[src/rtl/tictactoe_top.sv]
// Two-player tic-tac-toe controller: holds the 3x3 board, alternates turns,
// rejects illegal moves and reports win/draw from registered state.
module tictactoe_top (
   input  logic        ph1,
   input  logic        ph2,
   input  logic        reset,
   input  logic        isPlayer1Start,
   input  logic        playerWrite,
   input  logic [3:0]  playerInput,
   output logic [17:0] gBoard,
   output logic [2:0]  outputState,
   output logic        gameIsDone,
   output logic [1:0]  winner
);

   typedef enum logic [2:0] {
      P1_TURN = 3'd1,
      P2_TURN = 3'd2,
      P1_WIN  = 3'd3,
      P2_WIN  = 3'd4,
      DRAW    = 3'd5
   } state_t;

   state_t state;

   // ph2 is an interface leftover; nothing depends on it.
   logic unusedPh2;
   assign unusedPh2 = ph2;

   logic        isTurn;
   logic [1:0]  mover;
   logic        targetEmpty;
   logic        legal;
   logic [17:0] nextBoard;
   logic        moverWins;
   logic        boardFull;

   function automatic logic lineOwned(input logic [17:0] b, input int a, input int m,
                                      input int c, input logic [1:0] code);
      return (b[2*a +: 2] == code) && (b[2*m +: 2] == code) && (b[2*c +: 2] == code);
   endfunction

   always_comb begin
      isTurn      = (state == P1_TURN) || (state == P2_TURN);
      mover       = (state == P2_TURN) ? 2'b10 : 2'b01;
      targetEmpty = 1'b0;
      for (int i = 0; i < 9; i++)
         if (playerInput == 4'(i)) targetEmpty = (gBoard[2*i +: 2] == 2'b00);
      // Indices 9..15 never match a cell, so targetEmpty stays low for them.
      legal     = isTurn && playerWrite && targetEmpty;
      nextBoard = gBoard;
      for (int i = 0; i < 9; i++)
         if (legal && playerInput == 4'(i)) nextBoard[2*i +: 2] = mover;
      moverWins = lineOwned(nextBoard, 0, 1, 2, mover) || lineOwned(nextBoard, 3, 4, 5, mover) ||
                  lineOwned(nextBoard, 6, 7, 8, mover) || lineOwned(nextBoard, 0, 3, 6, mover) ||
                  lineOwned(nextBoard, 1, 4, 7, mover) || lineOwned(nextBoard, 2, 5, 8, mover) ||
                  lineOwned(nextBoard, 0, 4, 8, mover) || lineOwned(nextBoard, 2, 4, 6, mover);
      boardFull = 1'b1;
      for (int i = 0; i < 9; i++)
         if (nextBoard[2*i +: 2] == 2'b00) boardFull = 1'b0;
   end

   always_ff @(posedge ph1) begin
      if (reset) begin
         gBoard     <= '0;
         winner     <= 2'b00;
         gameIsDone <= 1'b0;
         state      <= isPlayer1Start ? P1_TURN : P2_TURN;
      end else begin
         case (state)
            P1_TURN, P2_TURN: begin
               if (legal) begin
                  gBoard <= nextBoard;
                  if (moverWins) begin
                     state      <= (state == P1_TURN) ? P1_WIN : P2_WIN;
                     winner     <= mover;
                     gameIsDone <= 1'b1;
                  end else if (boardFull) begin
                     state      <= DRAW;
                     winner     <= 2'b11;
                     gameIsDone <= 1'b1;
                  end else begin
                     state <= (state == P1_TURN) ? P2_TURN : P1_TURN;
                  end
               end
            end
            P1_WIN, P2_WIN, DRAW: ;
            default: begin
               state      <= P1_TURN;
               winner     <= 2'b00;
               gameIsDone <= 1'b0;
            end
         endcase
      end
   end

   assign outputState = state;

endmodule

[config.mk]
export PLATFORM = sky130hd
export DESIGN_NAME = tictactoe_top
export DESIGN_NICKNAME = d
export VERILOG_FILES = /design/src/rtl/tictactoe_top.sv
export SDC_FILE = /design/constraint.sdc
export NUM_CORES = 1
export LEC_CHECK = 0
export CAP_MARGIN = 5
export CORE_MARGIN = 5
export CORE_UTILIZATION = 40
export DETAILED_ROUTE_END_ITERATION = 12
export PLACE_DENSITY_LB_ADDON = 0.25
export SYNTH_ARGS = -nofsm -noshare
export SYNTH_HDL_FRONTEND = slang
export SYNTH_SLANG_ARGS = --single-unit
[constraint.sdc]
create_clock -name ph1 -period 2.7 [get_ports ph1]
set_clock_uncertainty 0.05 [all_clocks]
set_input_delay 0.405 -clock ph1 [delete_from_list [all_inputs] [get_ports ph1]]
set_output_delay 0.405 -clock ph1 [all_outputs]
set_load 0.005 [all_outputs]
==> After elaboration in Yosys (flattened, before gate mapping) <==
Index checks and enable logic that the tools add are counted.
{ "totals": {"input_bits": 9, "reg_bits": 24, "elab_cells": 134, "output_inout_bits": 24} }
{ "op_classes": {"mux": 44, "n_bitwise": 1, "n_reduce_logical": 59, "eq_ne": 26} }
{ "ops": {"columns": ["operator", "n"], "rows": [
  ["logical NOT 2 bit", 18],
  ["two-way mux 2 bit", 15],
  ["logical AND 1 bit", 27],
  ["two-way mux 1 bit", 21],
  ["== test 2 bit", 9],
  ["== test 4 x 3 -> 1 bit (second input constant)", 4],
  ["two-way mux 3 bit", 5],
  ["== test 4 x 2 -> 1 bit (second input constant)", 2],
  ["logical OR 1 bit", 8],
  ["== test 3 x 2 -> 1 bit (second input constant)", 2],
  ["== test 3 bit (second input constant)", 2],
  ["!= test 3 bit (second input constant)", 2],
  ["one-hot mux 3 bit (2 select lines)", 1],
  ["== test 4 x 1 -> 1 bit (second input constant)", 1],
  ["== test 4 bit (second input constant)", 1],
  ["logical NOT 4 bit", 1],
  ["!= test 2 bit (second input constant)", 2],
  ["one-hot mux 2 bit (2 select lines)", 1],
  ["AND reduction 2 bit", 2],
  ["== test 3 x 1 -> 1 bit (second input constant)", 1],
  ["AND reduction 3 bit", 1],
  ["OR reduction 3 bit", 1],
  ["one-hot mux 1 bit (2 select lines)", 1],
  ["OR reduction 2 bit", 1],
  ["inverter 1 bit", 1]
]} }

==> Logic depth before layout (Yosys ltp) <==
Gate-level depths: netlist of run 1.
{ "depth": {"ltp_word": 28, "ltp_mapped": 12, "depth_no_buf": 9} }

==> Least setup slack after synthesis of run 1 <==
No wires, ideal clock.
{ "synth_timing": {"path_type": "reg-to-reg", "startpoint": "reg state[0] (netlist: outputState[0])", "endpoint": "reg state[2] (netlist: outputState[2]) (data pin)", "arrival_time_ps": 2492, "setup_slack_ps": 8, "path_stages_with_launch": 12, "path_buffers": 2, "t_required_ps": 2500, "setup_ps": 150, "period_less_slack_ps": 2692, "path_cell_list": "edfxtp_1 -> buf_6 -> or3b_1 -> buf_6 -> mux2i_4 -> a211oi_1 -> o31ai_1 -> a221oi_1 -> a21oi_2 -> a311o_1 -> o31a_1 -> nor3_2"} }
{ "synth_between": {"elab_chain_len": 21, "elab_cells_between_ends": 85, "classes_between": "eq/ne: 14; mux: 25; reduce/logical: 46"} }
{ "synth_lines": {"columns": ["element", "line", "source"], "rows": [
  ["from (decl)", "24", "state_t state;"],
  ["from (signal assigned)", "68", "state <= isPlayer1Start ? P1_TURN : P2_TURN;"],
  ["from (signal assigned)", "75", "state <= (state == P1_TURN) ? P1_WIN : P2_WIN;"],
  ["from (signal assigned)", "83", "state <= (state == P1_TURN) ? P2_TURN : P1_TURN;"],
  ["== test 3 x 1 -> 1 bit / == test 3 x 2 -> 1 bit (equally long branches)", null, null],
  ["logical OR 1 bit", "44", "isTurn = (state == P1_TURN) || (state == P2_TURN);"],
  ["logical AND 1 bit (2 in series)", "50", "legal = isTurn && playerWrite && targetEmpty;"],
  ["logical AND 1 bit", "53", "if (legal && playerInput == 4'(i)) nextBoard[2*i +: 2] = mover;"],
  ["two-way mux 2 bit", "53", null],
  ["logical NOT 2 bit", "60", "if (nextBoard[2*i +: 2] == 2'b00) boardFull = 1'b0;"],
  ["two-way mux 1 bit (9 in series)", "60", null],
  ["two-way mux 3 bit", "78", "end else if (boardFull) begin"],
  ["two-way mux 3 bit", "74", "if (moverWins) begin"],
  ["two-way mux 3 bit", "72", "if (legal) begin"],
  ["one-hot mux 3 bit (2 select lines) (*)", "70", "case (state)"],
  ["two-way mux 3 bit (*)", "64", "if (reset) begin"]
]} }
Every way passes the cells marked *; elsewhere a longest branch is shown, timed or not. The select of a mux whose other input is x is not followed.
A chain may end at the register's enable or synchronous reset.

==> Final worst setup path of run 1 <==
{ "layout_timing": {"startpoint": "reg state[1] (netlist: outputState[1])", "endpoint": "reg winner[1]"} }
{ "layout_between": {"elab_chain_len": 19, "elab_cells_between_ends": 86, "classes_between": "eq/ne: 16; mux: 22; bitwise: 1; reduce/logical: 47"} }
{ "layout_lines": {"columns": ["element", "line", "source"], "rows": [
  ["branches (longest 19 deep; another with == test 3 x 1 -> 1 bit)", null, null],
  ["to (signal assigned)", "76", "winner <= mover;"],
  ["to (decl)", "13", "output logic [1:0] winner"]
]} }
Several ways; the timed one is not identified. The select of a mux whose other input is x is not followed.

==> impl_metrics.toml, run 1 <==
[floorplanning]
die_h_um = 81.1
pin_count = 33
rows = 25
fp.dieArea_mm2 = 0.00657
die_w_um = 81.1
initial_utilization = 0.419
design.core.area_mm2 = 0.00482

[cts]
clk_pin_slew_ps = 100
numCtsBuffers = 3
clkLatencyLatePin_ps = 280
clk_path_buf_depth = 2
cts.sinks = 24
htree_levels = 1
cts_tree = "done"
cts_hold_buf = 0
cts-root-buf = "clkbuf_8"

[worst_setup_path]
critPathSlowestCell = "edfxtp_1"
path_cells = "buf_6, xor2_4, buf_6, nand4b_1, a211oi_2, o31ai_2, a221oi_2, a21oi_4, buf_6, a31oi_4, or3_1, o211ai_1"
critPathKind = "reg2reg"
cp-end-kind = "flip-flop"
cpMostUsedCell = "buf_6"
cp.required_ps = 2820
crit_fanout = 6
worst-path-buf-inv = 3
cp.arrival_ps = 2900
cp-start-kind = "flip-flop"
crit_family = "compound AO/OA/AOI/OAI gates"
critPathMaxStageDelay_ps = 470

[global_route]
grt_use_total = 0.220
overflow = 0
grt_max_degree = 15
antenna_found_initial = 0
grt_pass1_wl_um = 11300
grt_pass1_vias = 2380

[detailed_routing]
drt_iter0_drc = 135
drc = 0
dr.pass1.iters = 7
drt_wl_total_um = 7280
drtAntennaViolNets = 0
num_vias = 2449
viasPerCell = 5.84
wl_per_cell_um = 17.4

[placed_design]
placed_cells = 388
dpl.hpwl_um = 5040
gp_congestion = 0.941
portBuffers = 31
dpl_cell_area_mm2 = 0.00280

[logic_synthesis]
ys_seq_elements = 24
synth_ff_type = "dfxtp_1"
syn_avg_cell_area_um2 = 8.41
syn_nets = 249
synth_edf_count = 3
synth_top_area_frac = 0.208
yosysTopAreaCell = "dfxtp_1"
ys_seq_area_frac = 0.253
synthTopCellsByArea = "dfxtp_1 21%, nor2_1 6.5%, edfxtp_1 4.5%"
postSynthCellCount = 240
synth_area_mm2 = 0.00202
yosysWarnings = 0
synth_cell_types = 66
synthArstFlopShare = 0

[power]
finalPower_w = 0.00119
ir_worst_vdd_mv = 0.241
p_leak_nw = 1.26
power_density_mw_per_mm2 = 357

[final_layout]
area_delta_synth_final_pct = 64.7
n_antenna_cell = 0
fin_area_mm2 = 0.00333
fin_util = 0.690
finalNonFillerCells = 419
fillers = 378
nNetsFinal = 362
final_cell_mix = "77 x buf_4, 32 x nor2_1, 27 x clkdlybuf4s50_1"
layout_commonest_cell = "buf_4"
final_layout_size_suffix_gt1_frac = 0.429

[sta]
finalSetupTns_ps = -214
finalCriticalPeriod_ps = 2780
hold_viol = 0
tightestPinTransition_ps = 425
post-route-period-util = 1.03
drv_slew = 0
setup_violations = 5
max_slew_margin = 0.714
setup_slack_ps = -78.1
rsz0062_at_grt = "yes"
fmax_ghz = 0.360

[run_status]
status = "finished, violations left"
violations = "negative setup slack"

[flow_run]
cap_violations = 0

[hold_path]
hp-class = "reg2reg"
## layout make-up
cell class	instances	area [um^2]	area share
inverter	3	11.3	0.00339
clock buffer	4	66.3	0.0199
tap	67	83.8	0.0252
multi-input combinational	197	1600	0.481
sequential	24	510	0.153
timing repair buffer	124	1050	0.317
## where the power goes
group / switching [W] / leakage [nW] / internal, W
Clock: 0.000134 / 0.0339 / 0.000162
Sequential: 0.0000115 / 0.200 / 0.000374
Combinational: 0.000249 / 1.03 / 0.000256
## cells in the mapped netlist (all sizes together), types with 4 or more instances
cell type and count:
nor2b 8, o21ai 9, a21o 7, a31oi 13
o22ai 4, nor2 35, dfxtp 21, nor4b 5
nand2 13, o211ai 8, nand3 6, clkbuf 7
a22oi 11, buf 10, nand2b 9, a21oi 18
## flip-flops by register name, summed over array words and instances, names as in the netlist
| name | cells |
|---|---|
| gBoard | 18 |
| outputState | 3 |
| winner | 2 |
| gameIsDone | 1 |
## metal layers
metal	track usage	vias to the layer above	routed length, um
li1	-	1150	-
met1	0.278	1152	3080
met2	0.355	111	3410
met3	0.0521	36	520
met4	0.0946	0	273
met5	0	-	0
## path summary, 6_finish.rpt
| check | start | to | slack [ps] | depth (start not counted) |
|---|---|---|---|---|
| worst min register to register | winner[1] | winner[1] | 470 | 2 |
| worst max-delay path | outputState[1] | winner[1] | -80 | 12 |
| worst max register to register | outputState[1] | winner[1] | -80 | 12 |
| worst min-delay path | winner[1] | winner[1] | 470 | 2 |
## kinds of logic (layout without fill, tap and decap cells)
logic type / after synthesis / count (layout) / synth area share
buf+inv: 20 / 131 / 0.0620
simple gates: 100 / 100 / 0.315
mux: 4 / 4 / 0.0273
xor+xnor: 1 / 1 / 0.00806
compound gates: 91 / 92 / 0.335
flops: 24 / 24 / 0.253
## tightest hold or removal path, cell delays in order (launching register included)
cell      delay, ps
dfxtp_1         320
nand2_1          60
o211ai_1         90
## per-stage QoR
step	setup WS (ps)	hold slack (ps)
after floorplan	7.93	430
after global placement	-664	423
after detailed placement	-661	425
after CTS	-37.7	451
after global routing	-178	510
final	-78.1	472
## what timing repair did
action,in CTS,in global routing
buffers inserted,13,13
gates cloned,1,1
gates resized for setup,36,35
pin swaps,28,31
endpoints found under the setup margin,9,9
(Power assumes the default switching activity.)
==> inputs of run 2 (changes only) <==
--- a/config.mk
+++ b/config.mk
@@ -6,7 +6,7 @@
 export NUM_CORES = 1
 export LEC_CHECK = 0
 export CAP_MARGIN = 5
-export CORE_MARGIN = 5
+export CORE_MARGIN = 2
 export CORE_UTILIZATION = 40
 export DETAILED_ROUTE_END_ITERATION = 12
 export PLACE_DENSITY_LB_ADDON = 0.25
==> impl_metrics.toml, run 2 (synthesized netlist as in run 1, its figures left out) <==
[run_status]
status = "finished, violations left"
violations = "negative setup slack"

[cts]
clkLatencyLatePin_ps = 280
cts_tree = "done"
cts.sinks = 24
clk_path_buf_depth = 2
clk_pin_slew_ps = 90
numCtsBuffers = 3
htree_levels = 1
cts_hold_buf = 0
cts-root-buf = "clkbuf_8"

[detailed_routing]
drc = 0
drt_wl_total_um = 6880
dr.pass1.iters = 5
drtAntennaViolNets = 0
viasPerCell = 5.88
num_vias = 2381
wl_per_cell_um = 17.0
drt_iter0_drc = 228

[global_route]
overflow = 0
grt_max_degree = 19
antenna_found_initial = 0
grt_pass1_wl_um = 10800
grt_pass1_vias = 2224
grt_use_total = 0.252

[worst_setup_path]
r2r_slack_ps = -80
critPathMaxStageDelay_ps = 440
path_cells = "or3b_4, buf_6, buf_4, mux2_1, nor2_1, o21ai_1, a21oi_1, a21oi_2, a311o_1, o31a_1, nor3_2"
worst-path-buf-inv = 2
reg2regPathDepth = 11
crit_family = "compound AO/OA/AOI/OAI gates"
crit_fanout = 5
r2r_end = "outputState[2]"
endpoint = "outputState[2]"
cp-start-kind = "flip-flop"
cp-startpoint = "outputState[2]"
critPathKind = "reg2reg"
cp.arrival_ps = 2860
cp-end-kind = "flip-flop"
critPathSlowestCell = "edfxtp_1"
rr_startpoint = "outputState[2]"
cp.depth = 11
cp.required_ps = 2780

[floorplanning]
rows = 25
initial_utilization = 0.422
die_h_um = 75.1
design.core.area_mm2 = 0.00479
die_w_um = 75.1
pin_count = 33
fp.dieArea_mm2 = 0.00563

[final_layout]
multi_input_area_mm2 = 0.00154
nNetsFinal = 348
final_layout_size_suffix_gt1_frac = 0.391
top_register = "gBoard"
final_cell_mix = "68 x buf_4, 33 x nor2_1, 27 x clkdlybuf4s50_1"
largest_register_ffs = 18
area_delta_synth_final_pct = 56.2
layout_commonest_cell = "buf_4"
finalNonFillerCells = 405
fin_area_mm2 = 0.00315
fillers = 395
n_antenna_cell = 0
regArea_um2 = 510

[sta]
tightestPinTransition_ps = 458
setup_slack_ps = -80.2
rsz0062_at_grt = "yes"
hold_viol = 0
post-route-period-util = 1.03
setup_violations = 4
fmax_ghz = 0.360
max_slew_margin = 0.692
drv_slew = 0
finalCriticalPeriod_ps = 2780

[power]
p_leak_nw = 1.20
ir_worst_vdd_mv = 0.236
power_density_mw_per_mm2 = 358

[placed_design]
portBuffers = 31
gp_congestion = 0.953
placed_cells = 387
dpl.hpwl_um = 4920
dpl_cell_area_mm2 = 0.00282

[flow_run]
cap_violations = 0

[hold_path]
hp-class = "reg2reg"
## run 2: changes by cell type in the layout (fill, tap and decap cells not counted), moves of 2 or more
cell,change
o311ai_1,+2
a21oi_4,-3
a22oi_1,+2
o311ai_2,-2
buf_12,+2
buf_6,-8
buf_4,-9
a21oi_1,+2
a22oi_2,-2
## run 2: cell type report
cell class | instances | share of cell area
Tap cell | 67 | 0.0266
Multi-Input combinational cell | 197 | 0.488
Inverter | 3 | 0.00357
Clock buffer | 4 | 0.0210
Sequential cell | 24 | 0.162
Timing Repair Buffer | 110 | 0.299
## run 2: repair_timing
action / 4_1_cts / 5_1_grt
buffers inserted: 6 / 6
hold endpoints to repair: 0 / 0
endpoints found under the setup margin: 9 / 9
cloned: 1 / 1
pin swaps: 11 / 21
gates resized for setup: 23 / 30
## run 2: through the flow
stage | TNS (ps) | total power (W) | util | hold slack [ps] | setup WS (ps)
global placement | -5780 | 0.000770 | 0.589 | 421 | -592
detailed placement | -7260 | 0.000774 | 0.589 | 449 | -633
floorplan | 0 | 0.000598 | - | 430 | 7.93
CTS | 0 | 0.00109 | 0.632 | 465 | 1.41
global route | -698 | 0.00118 | 0.659 | 503 | -206
finish | -224 | 0.00113 | 0.659 | 449 | -80.2
## run 2: how the worst min path moves through the flow
stage	to	cells past startpoint	startpoint
global route	winner[1]	2	winner[1]
CTS	gameIsDone	2	gameIsDone
floorplan	gameIsDone	2	gameIsDone
finish	gameIsDone	2	gameIsDone
detailed placement	gameIsDone	2	gameIsDone
global placement	gameIsDone	2	gameIsDone
## run 2: worst register-to-register path, stage by stage (launching register included)
cell and delay, ps:
edfxtp_1 440, or3b_4 420, buf_6 150, buf_4 150
mux2_1 330, nor2_1 100, o21ai_1 70, a21oi_1 230
a21oi_2 130, a311o_1 320, o31a_1 110, nor3_2 140
## run 2: metal layers
layer | wire length (um) | part of all wire | GRT usage | vias up
li1 | - | - | - | 1121
met1 | 2920 | 0.42 | 0.339 | 1124
met2 | 3200 | 0.47 | 0.404 | 119
met3 | 562 | 0.082 | 0.0482 | 17
met4 | 197 | 0.029 | 0.0873 | 0
met5 | 0 | 0 | 0 | -
## run 2: report_power, final
part           internal, W  total, W  switching [W]
clock network     0.000162  0.000297       0.000135
logic             0.000219  0.000451       0.000232
registers         0.000374  0.000382     0.00000841
total             0.000754   0.00113       0.000376
